--- src/rtl/ram_arbiter_if.sv ---
// ram_arbiter_if: requester and RAM-side bus of ram_arbiter
// master: requesters + RAM (drive req/we/addr/wdata, ram_out; observe ack/rdata, RAM strobes, busy)
// slave: the arbiter. Macro ARB_LOCK_EN adds lock0/lock1.
interface ram_arbiter_if #(parameter int DATA_W = 16, parameter int ADDR_W = 3);
  logic req0, we0, ack0, req1, we1, ack1, ram_load, busy;
  logic [ADDR_W-1:0] addr0, addr1, ram_address;
  logic [DATA_W-1:0] wdata0, wdata1, rdata0, rdata1, ram_in, ram_out;
`ifdef ARB_LOCK_EN
  logic lock0, lock1;
  modport master (output req0, we0, addr0, wdata0, lock0, req1, we1, addr1, wdata1, lock1, ram_out,
                  input ack0, rdata0, ack1, rdata1, ram_load, ram_address, ram_in, busy);
  modport slave (input req0, we0, addr0, wdata0, lock0, req1, we1, addr1, wdata1, lock1, ram_out,
                 output ack0, rdata0, ack1, rdata1, ram_load, ram_address, ram_in, busy);
`else
  modport master (output req0, we0, addr0, wdata0, req1, we1, addr1, wdata1, ram_out,
                  input ack0, rdata0, ack1, rdata1, ram_load, ram_address, ram_in, busy);
  modport slave (input req0, we0, addr0, wdata0, req1, we1, addr1, wdata1, ram_out,
                 output ack0, rdata0, ack1, rdata1, ram_load, ram_address, ram_in, busy);
`endif
endinterface

--- src/rtl/ram_arbiter.sv ---
// ram_arbiter: round-robin two-requester access sequencer for a single-port Hack RAM
// Ports: clk, rst_n (sync, active low), bus (ram_arbiter_if.slave: req/we/addr/wdata/ack/rdata per
// requester, ram_load/ram_address/ram_in/ram_out toward the RAM, busy).
// Optional macro ARB_LOCK_EN: lock0/lock1 let a requester keep the RAM across accesses.
module ram_arbiter #(
  parameter int DATA_W = 16,
  parameter int ADDR_W = 3
) (
  input logic clk,
  input logic rst_n,
  ram_arbiter_if.slave bus
);
  typedef enum logic [1:0] {IDLE, SERVE, DONE} state_t;
  state_t state;
  logic prio, gnt, we_q, r0, r1, sel;
  logic [ADDR_W-1:0] addr_q;
  logic [DATA_W-1:0] wdata_q;
`ifdef ARB_LOCK_EN
  logic lock_q, owner;
  // a held lock hides the non-owner's request
  always_comb begin
    r0 = bus.req0 & (!lock_q | !owner);
    r1 = bus.req1 & (!lock_q | owner);
  end
`else
  always_comb begin
    r0 = bus.req0;
    r1 = bus.req1;
  end
`endif
  assign sel = (r0 & r1) ? prio : r1;
  assign bus.ram_address = addr_q;
  assign bus.ram_in = wdata_q;
  // rst_n gate keeps an aborted SERVE from committing a write
  assign bus.ram_load = (state == SERVE) & we_q & rst_n;
  assign bus.busy = state != IDLE;
  always_ff @(posedge clk) begin
    if (!rst_n) begin
      state <= IDLE;
      bus.ack0 <= 1'b0;
      bus.ack1 <= 1'b0;
      bus.rdata0 <= '0;
      bus.rdata1 <= '0;
      prio <= 1'b0;
      gnt <= 1'b0;
      we_q <= 1'b0;
      addr_q <= '0;
      wdata_q <= '0;
`ifdef ARB_LOCK_EN
      lock_q <= 1'b0;
      owner <= 1'b0;
`endif
    end else begin
      case (state)
        IDLE: if (r0 | r1) begin
          gnt <= sel;
          we_q <= sel ? bus.we1 : bus.we0;
          addr_q <= sel ? bus.addr1 : bus.addr0;
          wdata_q <= sel ? bus.wdata1 : bus.wdata0;
          state <= SERVE;
        end
        SERVE: begin
          if (!we_q && !gnt) bus.rdata0 <= bus.ram_out;
          if (!we_q && gnt) bus.rdata1 <= bus.ram_out;
          bus.ack0 <= !gnt;
          bus.ack1 <= gnt;
`ifdef ARB_LOCK_EN
          lock_q <= gnt ? bus.lock1 : bus.lock0;
          owner <= gnt;
`endif
          state <= DONE;
        end
        default: begin
          bus.ack0 <= 1'b0;
          bus.ack1 <= 1'b0;
`ifdef ARB_LOCK_EN
          if (!lock_q) prio <= !gnt;
`else
          prio <= !gnt;
`endif
          state <= IDLE;
        end
      endcase
    end
  end
endmodule

--- src/flat_wrapper.sv ---
// flat-port wrapper written by rule: the top's interface ports become plain ports
module ram_arbiter_flat 
#(
  parameter int DATA_W = 16,
  parameter int ADDR_W = 3
)
  (clk, rst_n, bus_req0, bus_we0, bus_addr0, bus_wdata0, bus_req1, bus_we1, bus_addr1, bus_wdata1, bus_ram_out, bus_ack0, bus_rdata0, bus_ack1, bus_rdata1, bus_ram_load, bus_ram_address, bus_ram_in, bus_busy);
  ram_arbiter_if #(.DATA_W(DATA_W), .ADDR_W(ADDR_W)) bus_i ();
  input logic clk;
  input logic rst_n;
  input wire logic [$bits(bus_i.req0)-1:0] bus_req0;
  input wire logic [$bits(bus_i.we0)-1:0] bus_we0;
  input wire logic [$bits(bus_i.addr0)-1:0] bus_addr0;
  input wire logic [$bits(bus_i.wdata0)-1:0] bus_wdata0;
  input wire logic [$bits(bus_i.req1)-1:0] bus_req1;
  input wire logic [$bits(bus_i.we1)-1:0] bus_we1;
  input wire logic [$bits(bus_i.addr1)-1:0] bus_addr1;
  input wire logic [$bits(bus_i.wdata1)-1:0] bus_wdata1;
  input wire logic [$bits(bus_i.ram_out)-1:0] bus_ram_out;
  output wire logic [$bits(bus_i.ack0)-1:0] bus_ack0;
  output wire logic [$bits(bus_i.rdata0)-1:0] bus_rdata0;
  output wire logic [$bits(bus_i.ack1)-1:0] bus_ack1;
  output wire logic [$bits(bus_i.rdata1)-1:0] bus_rdata1;
  output wire logic [$bits(bus_i.ram_load)-1:0] bus_ram_load;
  output wire logic [$bits(bus_i.ram_address)-1:0] bus_ram_address;
  output wire logic [$bits(bus_i.ram_in)-1:0] bus_ram_in;
  output wire logic [$bits(bus_i.busy)-1:0] bus_busy;
  assign bus_i.req0 = bus_req0;
  assign bus_i.we0 = bus_we0;
  assign bus_i.addr0 = bus_addr0;
  assign bus_i.wdata0 = bus_wdata0;
  assign bus_i.req1 = bus_req1;
  assign bus_i.we1 = bus_we1;
  assign bus_i.addr1 = bus_addr1;
  assign bus_i.wdata1 = bus_wdata1;
  assign bus_i.ram_out = bus_ram_out;
  assign bus_ack0 = bus_i.ack0;
  assign bus_rdata0 = bus_i.rdata0;
  assign bus_ack1 = bus_i.ack1;
  assign bus_rdata1 = bus_i.rdata1;
  assign bus_ram_load = bus_i.ram_load;
  assign bus_ram_address = bus_i.ram_address;
  assign bus_ram_in = bus_i.ram_in;
  assign bus_busy = bus_i.busy;
  ram_arbiter #(.DATA_W(DATA_W), .ADDR_W(ADDR_W)) u_core (.clk(clk), .rst_n(rst_n), .bus(bus_i));
endmodule
--- config.mk ---
export PLATFORM = sky130hd
export DESIGN_NAME = ram_arbiter_flat
export DESIGN_NICKNAME = d
export VERILOG_FILES = /design/src/rtl/ram_arbiter_if.sv /design/src/rtl/ram_arbiter.sv /design/src/flat_wrapper.sv
export SDC_FILE = /design/constraint.sdc
export NUM_CORES = 1
export LEC_CHECK = 0
export ABC_AREA = 1
export CAP_MARGIN = 10
export CORE_ASPECT_RATIO = 1.1
export CORE_UTILIZATION = 29
export CTS_CLUSTER_SIZE = 20
export DETAILED_ROUTE_END_ITERATION = 8
export GPL_TIMING_DRIVEN = 0
export PLACE_DENSITY_LB_ADDON = 0.05
export SLEW_MARGIN = 20
export SYNTH_ARGS = -nofsm -noshare
export SYNTH_HDL_FRONTEND = slang
export SYNTH_SLANG_ARGS = --single-unit
export TNS_END_PERCENT = 10
--- constraint.sdc ---
create_clock -name clk -period 1.1 [get_ports clk]
set_input_delay 0.165 -clock clk [delete_from_list [all_inputs] [get_ports clk]]
set_output_delay 0.165 -clock clk [all_outputs]
set_load 0.02 [all_outputs]
==> results of run 1 <==
[worst max path at each step]
| stage | startpoint | endpoint | slack, ns | cells after the start |
|---|---|---|---|---|
| after floorplan | u_core.state[1]$_SDFFE_PN0P_ | bus_ram_load | -0.02 | 3 |
| after global placement | bus_req0 | u_core.bus.ram_in[10]$_SDFFE_PN0P_ | -0.51 | 6 |
| after detailed placement | bus_req0 | u_core.bus.ram_in[6]$_SDFFE_PN0P_ | -0.51 | 6 |
| after CTS | u_core.state[1]$_SDFFE_PN0P_ | bus_ram_load | -0.18 | 4 |
| after global routing | u_core.state[1]$_SDFFE_PN0P_ | bus_ram_load | -0.22 | 4 |
| final | u_core.state[1]$_SDFFE_PN0P_ | bus_ram_load | -0.16 | 4 |
[kinds of logic (layout without fill, tap and decap cells)]
logic type	count (synthesis)	after routing	synth area share (%)
AO/OA/AOI/OAI	58	58	11.25
flip-flops	58	58	44.42
buffers and inverters	70	205	12.83
AND/OR/NAND/NOR	204	205	31.50
[synthesized netlist by cell type (all sizes together)]
cell	instances
nand2	70
dfxtp	58
inv	47
o21ai	34
a21oi	24
buf	12
clkbuf	11
nand3	21
nor3	1
nor2	112
[repair_timing]
item / 4_1_cts / 5_1_grt
resized for setup: 238 / 21
setup endpoints to repair: 99 / 59
gates cloned: 0 / 3
buffers inserted: 1 / 4
pin swaps: 2 / 5
[power breakdown]
| part | internal, mW | leakage [nW] | switching (mW) | total [mW] |
|---|---|---|---|---|
| logic | 0.602 | 1.34 | 0.793 | 1.40 |
| registers | 2.28 | 0.478 | 0.0948 | 2.37 |
| clock network | 1.28 | 0.0987 | 0.889 | 2.17 |
[per-stage QoR]
| step | worst slack, ns | hold WS (ns) | setup TNS, ns | area, um^2 |
|---|---|---|---|---|
| 2_1_floorplan | -0.02166 | 0.3103 | -0.02166 | 2616 |
| 3_3_place_gp | -0.5077 | 0.4609 | -12.24 | 3876 |
| 3_5_place_dp | -0.5150 | 0.4677 | -12.51 | 3876 |
| 4_1_cts | -0.1813 | 0.1605 | -2.407 | 3895 |
| 5_1_grt | -0.2231 | 0.1678 | -7.108 | 3974 |
| 6_report | -0.1602 | 0.1612 | -2.361 | 3974 |
[registers in the layout, summed over array words and instances, names as in the netlist]
| signal | count |
|---|---|
| u_core.bus.rdata0 | 16 |
| u_core.bus.ack1 | 1 |
| u_core.state | 2 |
| u_core.bus.rdata1 | 16 |
| u_core.gnt | 1 |
| u_core.bus.ack0 | 1 |
| u_core.bus.ram_in | 16 |
| u_core.prio | 1 |
| u_core.we_q | 1 |
| u_core.bus.ram_address | 3 |
[layer usage]
metal  track usage (%)  part of all wire (%)
met5                 0                     0
met4             6.130                   1.6
met3             5.781                   7.1
met2             27.86                    50
met1             17.99                    42
[cell usage in the layout, fill, tap and decap left out, drive strengths merged]
master / instances
a21oi: 24
buf: 72
bufinv: 2
clkbuf: 23
clkdlybuf4s50: 57
clkinv: 2
clkinvlp: 3
dfxtp: 58
inv: 46
nand2: 71
nand3: 21
nor2: 112
nor3: 1
o21ai: 34
[worst max-delay path: cells and delay by family, from the launching register on]
| family | cells | cell delay [ns] |
|---|---|---|
| buf+inv | 2 | 0.22 |
| flops | 1 | 0.37 |
| simple gates | 2 | 0.18 |
[cell type report]
class	instances	area [um^2]
Fill cell	928	4566
Sequential cell	58	1169
Multi-Input combinational cell	263	1160
Timing Repair Buffer	119	945.9
Inverter	47	186.4
Buffer	23	155.1
Tap cell	111	138.9
Clock buffer	10	127.6
Clock inverter	6	91.34
==> reports/results.ini, run 1 <==
[cts]
cts_tree=built
cts_made_buffers=9
cts_hold_buf=0
clock_path_buffers=2
cts.reportedPaths.clkPinSlew_ns=0.07
clk_latency_ns=0.34
cts_sinks=58
clockRootBuffer=clkbuf_8
htree_levels=3

[floorplan]
die-height_um=101.6
coreArea_mm2=0.008539
dieArea_mm2=0.009397
start_util_pct=30.61
die_x_um=92.52
io_pins=115
placementRows=35

[finish]
syn2layout_area_growth_pct=52.03
n_antenna_cell=0
drive_above_1_share_pct=21.86
fin_nets=581
stdcell_count=637
final_util_pct=46.53

[yosys]
yosysTopAreaCell=dfxtp_1
ys_types=20
synth_cells=390
syn_area_mm2=0.002614
synth-seq-cells=58
synth.avg_cell_area_um2=6.702
yosysWarnings=0
synth.top_cell.area_share_pct=44.42
mappedNetlistNets=450
synth-seq-area-share_pct=44.42
synth_area_leaders=dfxtp_1 44%, nor2_1 16%, nand2_1 9.8%

[global_routing]
grt.total_usage_pct=16.05
grt_pass1_vias=2524
grt_max_degree=12
antenna_found_initial=0
grt_pass1_wl_um=11740
gr-total-overflow=0

[setup_path]
r2r_end=u_core.bus.rdata0[1]$_SDFFE_PN0P_
rr_worst_depth=6
cp.arrival_ns=1.10
path_cells=inv_2, nand2_1, nor3_2, buf_4
critPathMaxStageDelay_ns=0.37
path_max_fanout=5
start_kind=register
r2r_start=u_core.state[0]$_SDFFE_PN0P_
critPathSlowestCell=dfxtp_4
r2r_slack_ns=-0.07
worst-setup-path-type=reg2out
required_ns=0.94
end_kind=output port

[sta]
period_needed_ns=1.260
setup_violations=48
clock_skew_ns=0.009398
finalMaxSlewViolations=0
fin_ws_ns=-0.1602
hold_violations=0
slew_headroom_pct=62.94
rsz0062_at_grt=yes
fin_crit_sh_pct=114.6
fmax_ghz=0.7935
tightest_slew_ns=0.5560

[outcome]
outcome=finished, violations left
violations=negative setup slack

[place]
placed_cells=613
post-dp-hpwl_um=5264
io_buffers=112
gp_congestion=0.7550

[hold_path]
hold_class=in2reg
hold_end=u_core.bus.rdata0[8]$_SDFFE_PN0P_
holdPathStages=3
min_from=rst_n

[route]
vias_per_cell=4.290
routedWlPerCell_um=11.71
wirelength_um=7457
routed-via-count=2733
dr.pass1.iters=4
drc=0
ant_nets=0
drtIter0Drc=44

[job]
cap_violations=0

[power]
total_power_mw=5.935
leakage_nw=1.917
worst_ir_drop_vdd_mv=0.7362
power.density_mw_per_mm2=1493

Note: power is estimated with default switching activity, not from simulation.
==> run 2: changes to the inputs <==
Settings changed: CAP_MARGIN 10 to 20.
Clock period 1.1 ns to 1.5 ns, I/O delays scaled along.
==> reports/results.ini, run 2 (synthesis gave the netlist of run 1 again) <==
[setup_path]
required_ns=1.27  ; +0.33 ns
path_max_fanout=5  ; unchanged
worst-setup-path-type=reg2out
r2r_start=u_core.prio$_SDFFE_PN0N_
start_kind=register
crit_path_start=u_core.state[1]$_SDFFE_PN0P_
end_kind=output port
cp.arrival_ns=1.18  ; +0.08 ns

[sta]
period_needed_ns=1.402
fin_ws_ns=0.09830  ; +0.2585 ns
slew_headroom_pct=65.94  ; +3.0 points
fin_crit_sh_pct=93.45
finalSetupTns_ns=0  ; +2.361 ns
clock_skew_ns=0.007588  ; -0.001810 ns
rsz0062_at_grt=no
finalMaxSlewViolations=0  ; unchanged
setup_violations=0  ; -100%
tightest_slew_ns=0.5109  ; -0.04505 ns
hold_violations=0  ; unchanged
fmax_ghz=0.7134

[cts]
cts_made_buffers=9  ; unchanged
htree_levels=3  ; unchanged
clk_latency_ns=0.33  ; about the same
cts_sinks=58  ; unchanged
cts_tree=built
clockRootBuffer=clkbuf_8
clock_path_buffers=2  ; unchanged
cts.reportedPaths.clkPinSlew_ns=0.07  ; about the same
cts_hold_buf=0  ; unchanged

[global_routing]
busiest_layer=met2
grt_pass1_wl_um=11490  ; -2.2%
grt_pass1_vias=2479  ; -1.8%
gr-usage-met2_pct=28.09  ; +0.23 points
gr-total-overflow=0  ; unchanged
grt.total_usage_pct=15.74  ; -0.31 points
use_met1_pct=17.56  ; -0.43 points
grt_max_degree=11  ; -1
antenna_found_initial=0  ; unchanged
grt.met3_usage_pct=4.505  ; -1.3 points

[power]
total_power_mw=4.471  ; -25%
leakage_nw=2.083  ; +8.6%
worst_ir_drop_vdd_mv=0.4620  ; -37%
power.density_mw_per_mm2=1100  ; -26%

[route]
vias_per_cell=4.231  ; -1.4%
routedWlPerCell_um=11.18  ; -4.5%
routed-via-count=2661  ; -2.6%
drtIter0Drc=74  ; +68%
ant_nets=0  ; unchanged
drc=0  ; unchanged
wirelength_um=7033  ; -5.7%
dr.pass1.iters=4  ; unchanged

[floorplan]
placementRows=35  ; unchanged
coreArea_mm2=0.008539  ; unchanged
die-height_um=101.6  ; unchanged
dieArea_mm2=0.009397  ; unchanged
die_x_um=92.52  ; unchanged
io_pins=115  ; unchanged
start_util_pct=30.61  ; unchanged

[finish]
syn2layout_area_growth_pct=55.58
final_common_cell=nor2_1
final_util_pct=47.62  ; +1.1 points
mostFrequentLayoutCells=108 x nor2_1, 68 x nand2_1, 57 x clkdlybuf4s50_1, 57 x dfxtp_1, 46 x dlygate4sd2_1
fin_nets=573  ; -1.4%
n_antenna_cell=0  ; unchanged
drive_above_1_share_pct=7.915  ; -14 points

[hold_path]
min_from=rst_n
hold_class=in2reg

[place]
io_buffers=112  ; unchanged
post-dp-hpwl_um=5174  ; -1.7%
gp_congestion=0.7695  ; +1.9%
pre_cts_ws_ns=-0.1795  ; +0.3354 ns

[outcome]
outcome=complete, no violations

[job]
cap_violations=0  ; unchanged

run 2: path summary, 6_finish.rpt:
path / endpoint / slack, ns / cells after the start
worst min register to register: u_core.bus.ack0$_SDFFE_PN0N_ / 0.47 / 2
worst max register to register: u_core.bus.ram_in[6]$_SDFFE_PN0P_ / 0.16 / 6
worst max-delay path: bus_busy / 0.1 / 3
worst min-delay path: u_core.bus.rdata0[9]$_SDFFE_PN0P_ / 0.21 / 3
run 2: repair_timing:
item                       in CTS  in global routing
setup buffers                   0                  0
gates resized for setup        55                  8
setup endpoints to repair      48                  8
hold endpoints to repair        0                  0
run 2: stage by stage:
step / std cells / cell area [um^2] / hold WS [ns]
final: 629 / 4066 / 0.2149
after global routing: 629 / 4066 / 0.2343
after CTS: 629 / 4046 / 0.2117
after detailed placement: 613 / 3874 / 0.4639
after global placement: 613 / 3874 / 0.4618
after floorplan: 390 / 2614 / 0.3703
run 2: worst max-delay path, stage by stage (launching register included):
cell             delay [ns]
dfxtp_2                0.39
inv_1                  0.07
nand2_1                0.11
clkdlybuf4s15_2        0.28
run 2: where the power goes:
part / switching (mW) / internal [mW] / leakage, nW / total [mW]
registers: 0.0695 / 1.67 / 0.476 / 1.74
clock network: 0.631 / 1.10 / 0.120 / 1.73
logic: 0.557 / 0.448 / 1.49 / 1.01
run 2: cell type report:
type / count / area, um^2
Clock buffer: 10 / 127.6
Clock inverter: 6 / 105.1
Tap cell: 111 / 138.9
Fill cell: 932 / 4473
Timing Repair Buffer: 112 / 1080
Sequential cell: 58 / 1162
Buffer: 23 / 148.9
Multi-Input combinational cell: 262 / 1117
Inverter: 47 / 186.4
run 2: routing by layer:
metal	wire, um	up-vias
met4	93	0
li1	-	1442
met5	0	-
met2	3346	86
met1	3060	1123
met3	532	10
